## src/rtl/adc_serial_capture.sv

```systemverilog
// adc_serial_capture
//   Drives a dual-channel serial ADC (shared CS_n/SCLK, one data line per
//   channel) in continuous frames and publishes one sample pair per frame.
//
// Ports
//   clk          system clock, rising edge
//   rst          asynchronous reset, active high
//   en           continuous-sampling enable
//   test_pat     (only with ADC_TEST_PATTERN_EN) publish a counter pattern
//                instead of the serial data
//   adc_cs_n     ADC chip select, active low, registered
//   adc_sclk     ADC serial clock, idles high, registered
//   adc_sdata_a  serial data channel A, MSB first
//   adc_sdata_b  serial data channel B, MSB first
//   adc_out_a    last captured sample, channel A
//   adc_out_b    last captured sample, channel B
//   conv_done    new-sample strobe, high for two clk cycles per frame
//   busy         high while adc_cs_n is low
//   frame_cnt    completed-frame counter, wraps
//
// Build option
//   ADC_TEST_PATTERN_EN  adds test_pat; when high at frame completion,
//                        adc_out_a = new frame count, adc_out_b = its inverse.
//
// state | meaning
// IDLE  | sampling disabled, CS_n and SCLK high
// QUIET | CS_n high for QUIET_CYCLES between frames
// SHIFT | CS_n low, FRAME_BITS SCLK periods, data sampled on SCLK rise
// DONE  | CS_n high, sample published, frame counted
module adc_serial_capture #(
  parameter int SIG_WIDTH    = 12,
  parameter int CLK_DIV      = 2,
  parameter int FRAME_BITS   = 16,
  parameter int LEAD_BITS    = 2,
  parameter int QUIET_CYCLES = 4
) (
  input  logic                 clk,
  input  logic                 rst,
  input  logic                 en,
`ifdef ADC_TEST_PATTERN_EN
  input  logic                 test_pat,
`endif
  output logic                 adc_cs_n,
  output logic                 adc_sclk,
  input  logic                 adc_sdata_a,
  input  logic                 adc_sdata_b,
  output logic [SIG_WIDTH-1:0] adc_out_a,
  output logic [SIG_WIDTH-1:0] adc_out_b,
  output logic                 conv_done,
  output logic                 busy,
  output logic [15:0]          frame_cnt
);

  localparam int TMR_MAX = (QUIET_CYCLES > CLK_DIV) ? QUIET_CYCLES : CLK_DIV;
  localparam int TW      = $clog2(TMR_MAX + 1);
  localparam int BW      = $clog2(FRAME_BITS + 1);

  localparam logic [TW-1:0] QUIET_LOAD = TW'(QUIET_CYCLES - 1);
  localparam logic [TW-1:0] HALF_LOAD  = TW'(CLK_DIV - 1);
  localparam logic [BW-1:0] BIT_LOAD   = BW'(FRAME_BITS - 1);
  // bits_left counts down, so bit index b = FRAME_BITS-1-bits_left; the
  // capture window b = LEAD_BITS .. LEAD_BITS+SIG_WIDTH-1 maps to these bounds.
  localparam logic [BW-1:0] CAP_HI     = BW'(FRAME_BITS - 1 - LEAD_BITS);
  localparam logic [BW-1:0] CAP_LO     = BW'(FRAME_BITS - LEAD_BITS - SIG_WIDTH);

  typedef enum logic [1:0] {IDLE, QUIET, SHIFT, DONE} state_t;

  state_t                state_q, state_d;
  logic [TW-1:0]         tmr_q, tmr_d;
  logic [BW-1:0]         bits_left_q, bits_left_d;
  logic                  sclk_q, sclk_d;
  logic                  cs_n_q, cs_n_d;
  logic                  busy_q, busy_d;
  logic                  conv_done_q, conv_done_d;
  logic [SIG_WIDTH-1:0]  sh_a_q, sh_a_d;
  logic [SIG_WIDTH-1:0]  sh_b_q, sh_b_d;
  logic [SIG_WIDTH-1:0]  out_a_q, out_a_d;
  logic [SIG_WIDTH-1:0]  out_b_q, out_b_d;
  logic [15:0]           frame_cnt_q, frame_cnt_d;
  logic                  in_window;

  assign in_window = (bits_left_q >= CAP_LO) && (bits_left_q <= CAP_HI);

  always_comb begin
    state_d     = state_q;
    tmr_d       = tmr_q;
    bits_left_d = bits_left_q;
    sclk_d      = sclk_q;
    sh_a_d      = sh_a_q;
    sh_b_d      = sh_b_q;
    out_a_d     = out_a_q;
    out_b_d     = out_b_q;
    frame_cnt_d = frame_cnt_q;

    case (state_q)
      IDLE: begin
        if (en) begin
          state_d = QUIET;
          tmr_d   = QUIET_LOAD;
        end
      end
      QUIET: begin
        if (!en) begin
          state_d = IDLE;
        end else if (tmr_q == '0) begin
          state_d     = SHIFT;
          tmr_d       = HALF_LOAD;
          bits_left_d = BIT_LOAD;
          sclk_d      = 1'b0;
        end else begin
          tmr_d = tmr_q - TW'(1);
        end
      end
      SHIFT: begin
        if (tmr_q != '0) begin
          tmr_d = tmr_q - TW'(1);
        end else if (!sclk_q) begin
          // end of low phase: SCLK rises on this edge, sample here
          sclk_d = 1'b1;
          tmr_d  = HALF_LOAD;
          if (in_window) begin
            sh_a_d = {sh_a_q[SIG_WIDTH-2:0], adc_sdata_a};
            sh_b_d = {sh_b_q[SIG_WIDTH-2:0], adc_sdata_b};
          end
        end else if (bits_left_q == '0) begin
          // end of last high phase: frame complete
          state_d     = DONE;
          frame_cnt_d = frame_cnt_q + 16'd1;
          out_a_d     = sh_a_q;
          out_b_d     = sh_b_q;
`ifdef ADC_TEST_PATTERN_EN
          if (test_pat) begin
            out_a_d = frame_cnt_d[SIG_WIDTH-1:0];
            out_b_d = ~frame_cnt_d[SIG_WIDTH-1:0];
          end
`endif
        end else begin
          sclk_d      = 1'b0;
          tmr_d       = HALF_LOAD;
          bits_left_d = bits_left_q - BW'(1);
        end
      end
      DONE: begin
        if (en) begin
          state_d = QUIET;
          tmr_d   = QUIET_LOAD;
        end else begin
          state_d = IDLE;
        end
      end
      default: state_d = IDLE;
    endcase

    // CS_n, SCLK and busy are registered from the next state so each pin
    // comes straight off a flop and busy tracks CS_n edge for edge.
    if (state_d != SHIFT) sclk_d = 1'b1;
    cs_n_d      = (state_d != SHIFT);
    busy_d      = (state_d == SHIFT);
    // DONE cycle plus the one after it
    conv_done_d = (state_d == DONE) || (state_q == DONE);
  end

  always_ff @(posedge clk or posedge rst) begin
    if (rst) begin
      state_q     <= IDLE;
      tmr_q       <= '0;
      bits_left_q <= '0;
      sclk_q      <= 1'b1;
      cs_n_q      <= 1'b1;
      busy_q      <= 1'b0;
      conv_done_q <= 1'b0;
      sh_a_q      <= '0;
      sh_b_q      <= '0;
      out_a_q     <= '0;
      out_b_q     <= '0;
      frame_cnt_q <= '0;
    end else begin
      state_q     <= state_d;
      tmr_q       <= tmr_d;
      bits_left_q <= bits_left_d;
      sclk_q      <= sclk_d;
      cs_n_q      <= cs_n_d;
      busy_q      <= busy_d;
      conv_done_q <= conv_done_d;
      sh_a_q      <= sh_a_d;
      sh_b_q      <= sh_b_d;
      out_a_q     <= out_a_d;
      out_b_q     <= out_b_d;
      frame_cnt_q <= frame_cnt_d;
    end
  end

  assign adc_cs_n  = cs_n_q;
  assign adc_sclk  = sclk_q;
  assign busy      = busy_q;
  assign conv_done = conv_done_q;
  assign adc_out_a = out_a_q;
  assign adc_out_b = out_b_q;
  assign frame_cnt = frame_cnt_q;

endmodule

```

## config.mk

```make
export PLATFORM = sky130hd
export DESIGN_NAME = adc_serial_capture
export DESIGN_NICKNAME = d
export VERILOG_FILES = /design/src/rtl/adc_serial_capture.sv
export SDC_FILE = /design/constraint.sdc
export NUM_CORES = 1
export LEC_CHECK = 0
export ABC_CLOCK_PERIOD_IN_PS = 2800
export CAP_MARGIN = 15
export CORE_ASPECT_RATIO = 1.75
export CORE_MARGIN = 2
export CORE_UTILIZATION = 54
export DETAILED_ROUTE_END_ITERATION = 10
export PLACE_DENSITY_LB_ADDON = 0.05
export SYNTH_ARGS = -nofsm -noshare
export SYNTH_HDL_FRONTEND = slang
export SYNTH_SLANG_ARGS = --single-unit
```

## constraint.sdc

```tcl
create_clock -name clk -period 2.8 [get_ports clk]
set_input_delay 0.28 -clock clk [delete_from_list [all_inputs] [get_ports clk]]
set_output_delay 0.28 -clock clk [all_outputs]
set_load 0.005 [all_outputs]
```

# Yosys cells after proc, flatten, opt, wreduce, memory -nomap -nowiden
# Cells that the tools add are included.
[word_totals]
output_inout_bits = 44
input_bits = 5
register_bits = 78
[op_classes]
addsub = 3
n_reduce_logical = 14
magnitude_cmp = 2
muxes = 28
n_bitwise = 2
n_eq_ne = 16
[ops]
columns = ["operator", "n"]
rows = [
  ["two-way mux 5 bit", 5],
  ["two-way mux 3 bit", 6],
  ["adder 16 x 1 -> 16 bit, second input constant", 1],
  ["two-way mux 2 bit", 6],
  ["!= test 2 bit, second input constant", 6],
  ["AND reduction 4 bit", 3],
  ["one-hot mux 5 bit (2 select lines)", 1],
  ["!= test 3 bit, second input constant", 3],
  ["one-hot mux 3 bit (3 select lines)", 1],
  ["== test 2 bit, second input constant", 4],
  ["one-hot mux 2 bit (4 select lines)", 1],
  ["two-way mux 1 bit", 7],
  ["AND reduction 6 bit", 1],
  ["nonzero test 3 bit", 2],
  ["greater-or-equal comparator 5 x 2 -> 1 bit, second input constant", 1],
  ["<= comparator 5 x 4 -> 1 bit, second input constant", 1],
  ["logical NOT 5 bit", 1],
  ["subtractor 5 x 1 -> 5 bit, second input constant", 1],
  ["!= test 4 bit, second input constant", 1],
  ["logical NOT 3 bit", 1],
  ["AND reduction 3 bit", 1],
  ["subtractor 3 x 1 -> 3 bit, second input constant", 1],
  ["== test 2 x 1 -> 1 bit, second input constant", 1],
  ["logical NOT 2 bit", 1],
  ["other kinds (7)", 8],
]

# Logic depth before layout (Yosys ltp)
[logic_depth]
ltp_word = 8
mapped_depth = 9
mapped_depth_nobuf = 7

# Worst setup path before layout
# OpenSTA, ideal clock, no wires.
[synth_timing]
path_type = "register to register"
startpoint = "reg state_q[0]"
endpoint = "reg sh_b_q[0]"
synth_period_minus_slack_ns = 1.923
arrival_time_ns = 1.798
required_ns = 2.675
setup_ns = 0.125
path_slack_ns = 0.877
path_stages_with_launch = 8
cell_sequence = "dfrtp_1 -> inv_1 -> ha_1 -> buf_2 -> nand2_1 -> nor4_4 -> buf_6 -> mux2_2"
[synth_between]
elab_chain_len = 2
[synth_lines]
columns = ["item", "line_no", "text"]
rows = [
  ["start: declaration", "68", "state_t state_q, state_d;"],
  ["start signal: assignment", "178", "state_q <= state_d;"],
  ["== test 2 bit", "95", "case (state_q)"],
  ["AND reduction 4 bit (no line)", "-", ""],
  ["end signal: assignment", "173", "sh_b_q <= '0;"],
  ["end signal: assignment", "186", "sh_b_q <= sh_b_d;"],
  ["end: declaration", "76", "logic [SIG_WIDTH-1:0] sh_b_q, sh_b_d;"],
]
# Every way passes these cells.
# A chain may end at the register's enable or synchronous reset.

# Final worst setup path
[layout_timing]
startpoint = "reg state_q[0]"
endpoint = "reg busy_q (netlist: busy)"
[layout_between]
elab_chain_len = 5
elab_cells_between_ends = 12
classes_between = "4 x eq/ne; 7 x mux; 1 x reduce/logical"
[layout_lines]
columns = ["item", "line_no", "text"]
rows = [
  ["two-way mux 2 bit", "125", "end else if (bits_left_q == '0) begin"],
  ["two-way mux 2 bit", "117", "end else if (!sclk_q) begin"],
  ["two-way mux 2 bit", "115", "if (tmr_q != '0) begin"],
  ["one-hot mux 2 bit (4 select lines) *", "95", ""],
  ["== test 2 bit *", "158", "busy_d = (state_d == SHIFT);"],
  ["named net busy_d", "73", "logic busy_q, busy_d;"],
  ["end signal: assignment", "183", "busy_q <= busy_d;"],
  ["end: declaration", "73", ""],
]
# The timed path passes the listed nets; every way through them passes the cells marked *.

==> summary.txt <==
Run status
  • Outcome: completed

Placed design
  • Post-DP HPWL: between 4 and 5 mm
  • Routability cong.: around 0.77
  • Dpl ws: 0.6823 ns
  • Placed insts: between 400 and 500
  • Port Buf Inserts: 48

GRT
  • Tot GR Track Use: 19.28%
  • GRT overflow: 0
  • First-pass GRT wire length: about 10 mm
  • Largest net degree at the start of global routing: 43
  • Vias in the first global route: ~2300
  • Initial antenna violation count: 0

Power
  • PD cells: 601.7 mW/mm^2
  • Static leakage: between 2 and 2.5 nW
  • Peak supply drop: 0.0005611 V

Drt
  • Number of iterations in the first detailed-routing pass: 4
  • Total wire length: slightly above 6 mm
  • Vias per std cell: approximately 5.4
  • Routed vias: 2420
  • DRC: 0
  • Avg WL per Cell: 13.67 microns
  • DRT iter0 DRCs: 169
  • Post-route ant nets: 0

Floorplan
  • Num rows: 38
  • Initial core utilization: 55.69%
  • Die Height: 109.6 microns
  • Die outline width: 64.35 microns
  • IO Pins: 49
  • Core Area: 0.006181 sq mm
  • DIE AREA: between 0.007 and 0.008 sq mm

Clock tree
  • H-tree depth: 3
  • Root Driver: clkbuf_8
  • Skew-Pair Late Insertion Delay: between 0.3 and 0.4 ns
  • Sink Count: 78
  • Post-CTS Hold Fix Bufs: 0
  • Clk buf depth: 2
  • CTS resizes: 0
  • Clock transition at the registers of the reported paths: 0.07 ns
  • CTS tree: yes
  • CTS buffer count: 9
  • Setup bufs post-CTS: 0

STA
  • Crit share post-route: between 70% and 80%
  • Final Hold Slack: between 0.3 and 0.4 ns
  • Worst Max-Slew Pin Slew: between 0.6 and 0.7 ns
  • RSZ-0062 raised after global routing: false
  • Hold violation total from the final report: 0
  • Headroom to the max-slew limit: slightly below 60%
  • Layout Skew: 0.008720 ns
  • Post-route setup TNS: 0 ns
  • Tmin final: roughly 2.1 ns
  • Slack of the critical path: 0.6536 ns
  • Final setup viols: 0
  • Max Slew Vio Count: 0
  • Fmax: 0.4659 GHz

Final layout
  • Filler Cells Inserted: around 500
  • Area delta synth->final: 21.01%
  • Diodes inserted: 0
  • Post-Layout Cell Count: 451
  • Sequential Area: approximately 0.0020 sq mm
  • Layout cells sized above 1: a little over an eighth
  • Nets@finish: about 380
  • Multi-input logic area: about 0.0014 sq mm

Synthesis
  • Cells after Synth: 316
  • Synth top area cells: dfrtp_1 (55%), nand2_1 (9.4%), mux2_2 (7.5%)
  • Sequential share of the synthesized area: between 50% and 60%
  • Dominant cell type by area after synthesis: dfrtp_1
  • Synth warnings: 0
  • Synth top area share: approximately 55%
  • Syn nets: 330
  • Syn Area/Cell: about 11 sq um
  • Cell Area, Synth: 0.003442 sq mm
  • Distinct cells, synth: between 40 and 50
  • Number of synthesized register bits: between 70 and 80

Critical path
  • Worst Path Required: 3.04 ns
  • Terminus of the critical flop-to-flop path: busy
  • WS Path Type: register to register
  • Critical path launch point type: register
  • CP arrival: 2.38 ns
  • Reg-to-reg slack, setup: ~0.65 ns
  • Reg-to-reg critical path startpoint: state_q[0]
  • Worst-case reg-to-reg path depth: 6
  • CP Capture Type: register
  • CP max FO: 10

Flow run
  • Max_cap viols: 0

Min path
  • Tightest Hold Check Type: input port to async pin
-- layer usage --
metal  track usage [%]  wire, microns  vias up
met5                 0              0        -
met4             9.422            155        0
met3             4.401            283       17
met2             33.56           3244       56
met1             22.28           2484     1165
li1                  -              -     1182
-- cell usage after synthesis, drive strengths merged --
library cell  instances
a311oi                1
o211ai                2
inv                  10
o41a                  1
o21bai                1
nor4b                 1
o31ai                 3
clkbuf                4
o31a                  1
nand2                86
buf                   8
nand2b                1
nand3b                1
ha                    9
xnor2                 6
a31oi                 6
a41oi                 1
and4                  3
o21ai                 6
nor4                  8
nor2                 10
mux2                 24
nand3                 6
o311a                 1
and3b                 1
nor2b                 3
dfrtp                76
nand4                 6
nor3                  7
o21a                  2
and3                  3
a21oi                 2
or2                   1
dfstp                 2
xor2                  9
a22o                  1
or3                   1
a21o                  1
and2                  1
-- report_power, final --
| group | switching, W | leakage, nW | internal [W] | total (W) |
|---|---|---|---|---|
| combinational | 0.000314 | 0.889 | 0.000215 | 0.000529 |
| sequential | 0.0000687 | 1.06 | 0.00119 | 0.00126 |
| clock | 0.000381 | 0.0889 | 0.000338 | 0.000719 |
-- how the worst max path moves through the flow --
stage | startpoint | endpoint | slack [ns]
2_1_floorplan | rst | adc_out_a[0] | 0.53
3_3_place_gp | state_q[0] | busy | 0.74
3_5_place_dp | state_q[0] | sh_b_q[7] | 0.68
4_1_cts | state_q[0] | busy | 0.67
5_1_grt | state_q[0] | frame_cnt[10] | 0.43
6_report | state_q[0] | busy | 0.65
-- layout by cell type (no fill, tap or decap), drive strengths merged, types with 4 or more instances in the layout --
master | synthesis | routed
nor4 | 8 | 8
nand3 | 6 | 6
o21ai | 6 | 6
xor2 | 9 | 9
nor2 | 10 | 10
nand4 | 6 | 6
nand2 | 86 | 86
nor3 | 7 | 7
dfrtp | 76 | 76
a31oi | 6 | 6
clkdlybuf4s50 | 0 | 48
mux2 | 24 | 24
clkinv | 0 | 5
buf | 8 | 4
inv | 10 | 9
ha | 9 | 9
clkbuf | 4 | 11
xnor2 | 6 | 6
-- registers in the layout, summed over array words and instances, names as in the netlist --
register	count
adc_cs_n	1
adc_out_a	12
adc_out_b	12
adc_sclk	1
bits_left_q	5
busy	1
conv_done	1
frame_cnt	16
sh_a_q	12
sh_b_q	12
state_q	2
tmr_q	3
-- stage by stage --
step | util (%) | total power, W | area [sq um]
after floorplan | - | 0.001657 | 3442
after global placement | 64.72 | 0.001787 | 4000
after detailed placement | 64.72 | 0.001810 | 4000
after CTS | 67.39 | 0.002539 | 4165
after global routing | 67.39 | 0.002657 | 4165
final | 67.39 | 0.002506 | 4165
-- area by class of cell --
| class | instances | share of cell area [%] |
|---|---|---|
| Sequential cell | 78 | 46.92 |
| Multi-Input combinational cell | 216 | 33.22 |
| Timing Repair Buffer | 52 | 12.56 |
| Clock buffer | 11 | 3.394 |
| Tap cell | 80 | 2.403 |
| Inverter | 10 | 0.9312 |
| Clock inverter | 4 | 0.5707 |
-- cells by family after synthesis --
group | Yosys count | synth area share (%)
simple gates | 139 | 19.30
flops | 78 | 56.78
compound gates | 29 | 5.853
mux | 24 | 7.961
buf+inv | 22 | 3.017
xor+xnor | 15 | 3.817
fa+ha+maj | 9 | 3.272
-- critical path, stage by stage, from the launching register on --
cell,delay [ns]
dfrtp_1,0.42
inv_1,0.11
ha_1,0.32
and3b_1,0.27
nand2_1,0.21
o41a_1,0.51
and2_1,0.19
No activity file was read; power rests on OpenSTA's default activity.
